`src/rtl/fp_pkg.sv`:
```
// Shared FP32 divider definitions: data width, exception flag packing and
// the priority rule that reduces the divider's flags to at most one.
package fp_pkg;

    localparam int FP32_W = 32;

    // Bit order {nan, exp_ovf, zero} matches the divider's flag packing.
    typedef struct packed {
        logic nan;
        logic exp_ovf;
        logic zero;
    } fp_flags_t;

    // Keep only the highest-priority flag: nan > zero > exp_ovf.
    function automatic fp_flags_t fp_flags_norm(input fp_flags_t f);
        fp_flags_t r;
        r = '0;
        if (f.nan) begin
            r.nan = 1'b1;
        end else if (f.zero) begin
            r.zero = 1'b1;
        end else if (f.exp_ovf) begin
            r.exp_ovf = 1'b1;
        end
        return r;
    endfunction

endpackage

```
`src/rtl/sat_counter.sv`:
```
// Saturating event counter. A clear wins over the held value but still
// counts an event that arrives in the same cycle.
module sat_counter #(
    parameter int W = 16
) (
    input  logic         clk,
    input  logic         rst_n,
    input  logic         clr,
    input  logic         inc,
    output logic [W-1:0] q
);

    localparam logic [W-1:0] MAX = '1;

    logic [W-1:0] r_q;

    // Count events, hold at all-ones, restart on clear.
    always_ff @(posedge clk or negedge rst_n) begin
        if (!rst_n) begin
            r_q <= '0;
        end else if (clr) begin
            r_q <= inc ? W'(1) : '0;
        end else if (inc && (r_q != MAX)) begin
            r_q <= r_q + W'(1);
        end
    end

    assign q = r_q;

endmodule

```
`src/rtl/fp_div_result_queue.sv`:
```
// Result queue behind the combinational FP32 divider. Buffers quotients with
// their normalised exception flags and keeps sticky flags plus saturating
// per-flag event counters for the status block.
//
// Handshake: a transfer happens on a side only in a cycle where both valid and
// ready are high at the rising edge. in_ready depends only on the registered
// count (never on out_ready), out_valid only on count; upstream holds its data
// while in_valid is high and in_ready is low.
module fp_div_result_queue
    import fp_pkg::*;
#(
    parameter int DEPTH = 4,
    parameter int CNT_W = 16
) (
    input  logic                     clk,
    input  logic                     rst_n,
    input  logic                     in_valid,
    output logic                     in_ready,
    input  logic [FP32_W-1:0]        in_res,
    input  logic                     in_exp_ovf,
    input  logic                     in_nan,
    input  logic                     in_zero,
    output logic                     out_valid,
    input  logic                     out_ready,
    output logic [FP32_W-1:0]        out_res,
    output logic [2:0]               out_flags,
    output logic [$clog2(DEPTH):0]   count,
    output logic [2:0]               sticky_flags,
    output logic [CNT_W-1:0]         nan_cnt,
    output logic [CNT_W-1:0]         ovf_cnt,
    output logic [CNT_W-1:0]         zero_cnt,
    input  logic                     stat_clr
);

    localparam int AW = $clog2(DEPTH);
    localparam logic [AW:0] FULL_CNT = (AW+1)'(DEPTH);

    logic [FP32_W-1:0] r_mem_res   [DEPTH];
    fp_flags_t         r_mem_flags [DEPTH];
    logic [AW-1:0]     r_wr_ptr;
    logic [AW-1:0]     r_rd_ptr;
    logic [AW:0]       r_count;
    fp_flags_t         r_sticky;

    logic      w_push;
    logic      w_pop;
    logic      w_empty;
    fp_flags_t w_in_flags;
    fp_flags_t w_norm_flags;
    fp_flags_t w_push_flags;

    assign w_empty      = (r_count == '0);
    assign in_ready     = (r_count != FULL_CNT);
    assign out_valid    = !w_empty;
    assign w_push       = in_valid & in_ready;
    assign w_pop        = out_valid & out_ready;

    assign w_in_flags   = '{nan: in_nan, exp_ovf: in_exp_ovf, zero: in_zero};
    assign w_norm_flags = fp_flags_norm(w_in_flags);
    assign w_push_flags = w_push ? w_norm_flags : '0;

    // Head is read straight from storage; zeroed so an empty queue shows no stale data.
    assign out_res      = w_empty ? '0 : r_mem_res[r_rd_ptr];
    assign out_flags    = w_empty ? '0 : r_mem_flags[r_rd_ptr];
    assign count        = r_count;
    assign sticky_flags = r_sticky;

    // Storage write on accepted push; contents need no reset.
    always_ff @(posedge clk) begin
        if (w_push) begin
            r_mem_res[r_wr_ptr]   <= in_res;
            r_mem_flags[r_wr_ptr] <= w_norm_flags;
        end
    end

    // Pointers wrap naturally (DEPTH is a power of two); count tells full from empty.
    always_ff @(posedge clk or negedge rst_n) begin
        if (!rst_n) begin
            r_wr_ptr <= '0;
            r_rd_ptr <= '0;
            r_count  <= '0;
        end else begin
            if (w_push) r_wr_ptr <= r_wr_ptr + AW'(1);
            if (w_pop)  r_rd_ptr <= r_rd_ptr + AW'(1);
            case ({w_push, w_pop})
                2'b10:   r_count <= r_count + (AW+1)'(1);
                2'b01:   r_count <= r_count - (AW+1)'(1);
                default: r_count <= r_count;
            endcase
        end
    end

    // Sticky flags: a clear in the same cycle as a push keeps the new flags.
    always_ff @(posedge clk or negedge rst_n) begin
        if (!rst_n) begin
            r_sticky <= '0;
        end else if (stat_clr) begin
            r_sticky <= w_push_flags;
        end else begin
            r_sticky <= r_sticky | w_push_flags;
        end
    end

    sat_counter #(.W(CNT_W)) u_nan_cnt (
        .clk   (clk),
        .rst_n (rst_n),
        .clr   (stat_clr),
        .inc   (w_push_flags.nan),
        .q     (nan_cnt)
    );

    sat_counter #(.W(CNT_W)) u_ovf_cnt (
        .clk   (clk),
        .rst_n (rst_n),
        .clr   (stat_clr),
        .inc   (w_push_flags.exp_ovf),
        .q     (ovf_cnt)
    );

    sat_counter #(.W(CNT_W)) u_zero_cnt (
        .clk   (clk),
        .rst_n (rst_n),
        .clr   (stat_clr),
        .inc   (w_push_flags.zero),
        .q     (zero_cnt)
    );

endmodule

```
`config.mk`:
```
export PLATFORM = sky130hd
export DESIGN_NAME = fp_div_result_queue
export DESIGN_NICKNAME = d
export VERILOG_FILES = /design/src/rtl/fp_pkg.sv /design/src/rtl/sat_counter.sv /design/src/rtl/fp_div_result_queue.sv
export SDC_FILE = /design/constraint.sdc
export NUM_CORES = 1
export LEC_CHECK = 0
export ABC_AREA = 0
export ABC_CLOCK_PERIOD_IN_PS = 3700
export BUFFER_PORTS_ARGS = -buffer_cell sky130_fd_sc_hd__buf_2
export CAP_MARGIN = 20
export CORE_ASPECT_RATIO = 1.25
export CORE_MARGIN = 8
export CORE_UTILIZATION = 61
export CTS_BUF_LIST = sky130_fd_sc_hd__clkbuf_16
export DETAILED_ROUTE_END_ITERATION = 16
export GPL_ROUTABILITY_DRIVEN = 1
export PLACE_DENSITY_LB_ADDON = 0.15
export SLEW_MARGIN = 10
export SYNTH_ARGS = -nofsm -noshare
export SYNTH_HDL_FRONTEND = slang
export SYNTH_HIERARCHICAL = 1
export SYNTH_SLANG_ARGS = --single-unit
```
`constraint.sdc`:
```
create_clock -name clk -period 3.7 [get_ports clk]
set_input_delay 0.185 -clock clk [delete_from_list [all_inputs] [get_ports clk]]
set_output_delay 0.185 -clock clk [all_outputs]
set_load 0.02 [all_outputs]
```
### Yosys cells after proc, flatten, opt, wreduce, memory -nomap -nowiden

Memories as Yosys holds them, arrays and structs flattened.
Index checks and enable logic that the tools add are counted.

* register bits: 58
* bits in writable memories: 140
* input bits: 40
* output and inout port bits: 91
* word-level logic and storage cells: 57
* memories: 2

Memory list
* r_mem_res: words 4, bits a word 32, read ports 1, clocked after Yosys merged registers in 0, wr ports 1, RTL line fp_div_result_queue.sv:38 `logic [FP32_W-1:0] r_mem_res [DEPTH];`
* r_mem_flags: words 4, bits a word 3, read ports 1, clocked after Yosys merged registers in 0, wr ports 1, RTL line fp_div_result_queue.sv:39 `fp_flags_t r_mem_flags [DEPTH];`

* add/subtract/negate cells: 7
* equal/unequal tests: 6
* muxes and demuxes: 21
* bitwise logic cells: 3
* reduce and logical (&&, ||, !) cells: 9

Operator list (number)
* $mux W16: 6
* $add A16 B1 Y16 const B: 3
* $ne A16 B16 Y1 const B: 3
* $mux W32: 1
* $mux W1: 9
* $mux W3: 3
* $reduce_bool A2 Y1: 4
* $pmux W3 S2: 1
* $add A2 B1 Y2 const B: 2
* $add A3 B1 Y3 const B: 1
* $logic_and A1 B1 Y1: 3
* $logic_not A3 Y1: 1
* $ne A3 B3 Y1 const B: 1
* $or A3 B3 Y3: 1
* $sub A3 B1 Y3 const B: 1
* $and A1 B1 Y1: 2
* $eq A2 B1 Y1 const B: 1
* $eq A2 B2 Y1 const B: 1
* $mux W2: 1
* $logic_not A1 Y1: 1

### Longest topological paths before layout

* word-level depth: 7
* mapped depth: 10
* depth with buffers taken out: 9

### Cells and area by module

Netlist, hierarchy kept.

By module, submodules not included
* fp_div_result_queue: instances 1, cells an instance 272, area each 5866.9 um^2, seq. area each 4454.3 um^2
* sat_counter: instances 3, cells an instance 102, area each 959.7 um^2, seq. area each 400.4 um^2

### Least setup slack after synthesis

No wires, ideal clock.

* path type: register -> register
* start: reg r_count[0] (netlist: count[0])
* end: reg r_count[2] (netlist: count[2])
* library setup time: 0.080 ns
* arrival time: 2.193 ns
* data required time: 3.620 ns
* path slack: 1.428 ns
* cell stages (with the launch flop): 11
* buffers on the path: 1
* clock period less this slack: 2.272 ns
* path through: dfrtp_1 or3b_1 buf_6 and2_4 inv_1 ha_1 inv_1 fa_1 xor2_1 nor2_1 xor2_1

* elaborated cells between the ends (all ways): 11
* classes of those cells: 2 x add/sub; 3 x eq/ne; 1 x mux; 2 x bitwise; 3 x reduce/logical

RTL lines
* start: declaration: RTL line fp_div_result_queue.sv:42 `logic [AW:0] r_count;`
* start signal: assignment: RTL line fp_div_result_queue.sv:86 `2'b10: r_count <= r_count + (AW+1)'(1);`
* start signal: assignment: RTL line fp_div_result_queue.sv:87 `2'b01: r_count <= r_count - (AW+1)'(1);`
* start signal: assignment: RTL line fp_div_result_queue.sv:88 `default: r_count <= r_count;`
* $ne A3 B3 Y1 (*): RTL line fp_div_result_queue.sv:53 `assign in_ready = (r_count != FULL_CNT);`
* named net in_ready: RTL line fp_div_result_queue.sv:18 `output logic in_ready,`
* $and A1 B1 Y1 (*): RTL line fp_div_result_queue.sv:55 `assign w_push = in_valid & in_ready;`
* $eq A2 B1 Y1 / $eq A2 B2 Y1 (equally long branches): RTL line fp_div_result_queue.sv:85 `case ({w_push, w_pop})`
* $pmux W3 S2 / $reduce_bool A2 Y1 (equally long branches)

The timed path passes the listed nets; every way through them passes the cells marked *.
A chain may end at the register's enable or synchronous reset.

### Worst setup path in the final report

* start: reg r_rd_ptr[0]
* end: out out_res[14]

* longest elaborated chain between the ends: 2

Ends and longest elaborated chain
* start: declaration: RTL line fp_div_result_queue.sv:41 `logic [AW-1:0] r_rd_ptr;`
* start signal: assignment: RTL line fp_div_result_queue.sv:84 `if (w_pop) r_rd_ptr <= r_rd_ptr + AW'(1);`
* $mem_v2 Z4 W32
* $mux W32: RTL line fp_div_result_queue.sv:63 `assign out_res = w_empty ? '0 : r_mem_res[r_rd_ptr];`
* end: declaration: RTL line fp_div_result_queue.sv:25 `output logic [FP32_W-1:0] out_res,`

Every way passes these cells.

==> key figures <==
STA
  – Final Max Tran Viols: 0
  – Final Hold Viols: 0
  – Clk_skew: 8.62 ps
  – Final setup fails: 0
  – Final period util: between 70% and 80%
  – Worst-margin pin slew: between 900 and 1000 ps
  – RSZ-0062 raised after global routing: false
  – Minimum clock period: 2620 ps
  – Final WS setup: 1080 ps
  – Setup TNS: 0 ps
  – Fmax: 0.382 GHz
  – Slew headroom: a little under two fifths

Floorplan
  – Initial Util: between 60% and 70%
  – Row count: 49
  – Die ar.: approximately 0.018 mm^2
  – Top Ports: roughly 130
  – Placeable Area: roughly 0.014 mm^2
  – DIE WIDTH: roughly 120 um
  – Height of the die: ~150 um

Yosys
  – Yosys cell types: 51
  – #FFs+latches synth: approximately 200
  – Synth top area share: between 40% and 50%
  – Mapped Cells: between 500 and 600
  – Post-Syn Nets: approximately 630
  – Top_reg_cell synth: edfxtp_1
  – Count leader, synth: edfxtp_1
  – Synth async-reset ratio: 29.3%
  – Synth Warn #: 6
  – Post-synth top cells: edfxtp_1, dfrtp_1, nor2_1
  – Number of synthesized flops with an enable pin: 140
  – Synth Cell Area: 0.00875 mm^2
  – Sequential fraction of the synthesis area: between 60 and 70%
  – Mean Syn Cell Area: around 15 um^2
  – Area leader, netlist: edfxtp_1
  – Synth top area cells: edfxtp_1, dfrtp_1, mux4_2

Critical path
  – Reg-to-Reg Start: count[0]
  – CP arrival: about 2400 ps
  – Critical path class: reg -> out
  – Setup slack, reg-to-reg: around 1300 ps
  – Worst-path maximum fanout: 29
  – Critical Path Sink Type: output pin
  – Crit path required time: roughly 3500 ps
  – Type of origin of the critical path: flop
  – Worst setup path startpoint: r_rd_ptr[0]

Placement
  – Port bufs: 130
  – Place WS: between 1000 and 1500 ps
  – RePlAce Congestion: ~0.82
  – Hpwl dp: between 10000 and 15000 um
  – Placed insts: ~860
  – Area after DPL: 0.00948 mm^2

Clock network
  – Clock latency on the worst-skew pair: ~430 ps
  – Post-CTS sizing: 0
  – CTS buffer count: 17
  – CTS Sinks: slightly below 200
  – CTS Root Buffer Type: clkbuf_16
  – Clk pin slew, worst setup/hold paths: 70 ps
  – Clock Tree Buf Depth: 2
  – TritonCTS clock tree: done
  – H-tree Lvls: 4

Cells and area
  – Final net count: roughly 780
  – Fin area: ~0.010 mm^2
  – Non-filler instance count after layout: a little over 900
  – Area Overhead vs Synth: 19.4%
  – Proportion of layout cells with a drive suffix above 1: about a third
  – # diodes: 0
  – Multi-input logic area: about 0.0028 mm^2
  – Register area: 0.00566 mm^2
  – Fill cell instance count of the final layout: approximately 950

Routing
  – Via/cell ratio: about 6
  – Antenna Nets Post-Route: 0
  – First drt pass iteration count: 4
  – Drt wl/cell: 20.0 um
  – Remaining DRCs: 0
  – Total detailed-routing wirelength: 18500 um
  – First DRT Iteration DRCs: ~430
  – Detailed-route via count: 5539

Pwr
  – Power per cell area: a little under 700 mW/mm^2
  – Sequential power share: ~43%
  – Cell internal pwr: just under 5 mW
  – Total Power: 7.07 mW
  – Switching Share: a little under a third
  – Leak: between 4 and 5 nW
  – Peak supply drop: ~0.5 mV
  – Sw power: approximately 2.2 mW
  – Combinational power share: approximately 30%
  – Clk network pwr share: between 20% and 30%

Global route
  – Initial antenna violation count: 1
  – GR Util All Layers: between 20% and 30%
  – Largest net degree at the start of global routing: 65
  – Remaining global-route overflow: 0
  – First-pass GRT wire length: about 30000 um
  – Vias in the first global route: around 5800

Run
  – Max Cap Viol: 0

Worst hold path
  – Hold Startpoint: in_res[11]
  – HP Class: in -> reg

Run status
  – Status: complete, no violations
==> registers in the layout (all words and copies together), names as in the netlist <==
| name | cells |
|---|---|
| r_rd_ptr | 2 |
| count | 3 |
| u_ovf_cnt/q | 16 |
| u_zero_cnt/q | 16 |
| r_mem_flags | 12 |
| sticky_flags | 3 |
| r_mem_res | 128 |
| r_wr_ptr | 2 |
| u_nan_cnt/q | 16 |
==> cell usage in the layout (no fill, tap or decap), types with 6 or more instances in the layout <==
cell	n
or4_1	6
o311ai_0	6
a21oi_1	18
nor2_1	37
clkbuf_16	17
nor4_1	9
inv_1	22
dlygate4sd3_1	32
ha_1	8
a211oi_1	6
o41ai_1	9
mux2_2	9
and3_2	7
nand3_1	16
edfxtp_1	140
and2_1	36
nor2b_1	10
buf_2	130
dfrtp_1	56
mux4_2	35
nand2_1	15
nand4_1	12
o21ai_0	6
nor3_1	15
==> layer usage <==
layer	routed length (um)	vias up	GRT usage (%)
met1	7380	2792	25.2
met2	9820	157	36.2
met4	220	2	6.28
li1	-	2571	-
met5	10	-	0
met3	1120	17	5.93
==> final cells by class <==
cell class,count,share of cell area (%)
inverter,22,0.791
sequential,198,54.2
multi-input combinational,330,27.2
tap,178,2.13
timing repair buffer,166,9.70
clock buffer,17,4.07
clock inverter,15,1.92
==> worst max-delay path, stage by stage, from the launching register on <==
cell and delay, ps:
dfrtp_2 530, buf_4 550, mux4_2 570, and2_1 180
buf_2 160
==> cell families after synthesis <==
kind of cell	synth area share, %
AND/OR/NAND/NOR	14.2
multiplexers	11.2
adder cells (fa/ha/maj)	1.37
flip-flops	64.7
XOR/XNOR	0.601
AO/OA/AOI/OAI	5.15
buffers and inverters	2.85
==> power groups by stage <==
stage | Sequential [mW] | Clock (mW) | Combinational (mW)
after floorplan | 2.94 | 0 | 1.59
after global placement | 3.03 | 0 | 2.11
after detailed placement | 3.06 | 0 | 2.13
after CTS | 3.02 | 1.97 | 2.17
after global routing | 3.05 | 2.06 | 2.30
final | 3.01 | 1.94 | 2.12
==> worst paths after layout <==
check | to | cells past startpoint
max | out_res[14] | 4
min | r_mem_res[2][11] | 1
max in group asynchronous | r_rd_ptr[0] | 3
min reg2reg | sticky_flags[0] | 1
max reg2reg | count[2] | 9
min in group asynchronous | u_zero_cnt/q[5] | 2
==> metrics by stage <==
stage | utilization [%] | hold WS, ps
3_5_place_dp | 66.6 | 235
2_1_floorplan | - | -111
4_1_cts | 73.3 | 3.61
6_report | 73.4 | 22.8
5_1_grt | 73.4 | 3.25
3_3_place_gp | 66.6 | 221
==> timing repair <==
item	4_1_cts	5_1_grt
buffers inserted	0	0
hold buffers	32	0
hold endpoints to repair	150	0
setup endpoints to repair	0	0
(Power assumes the default switching activity.)
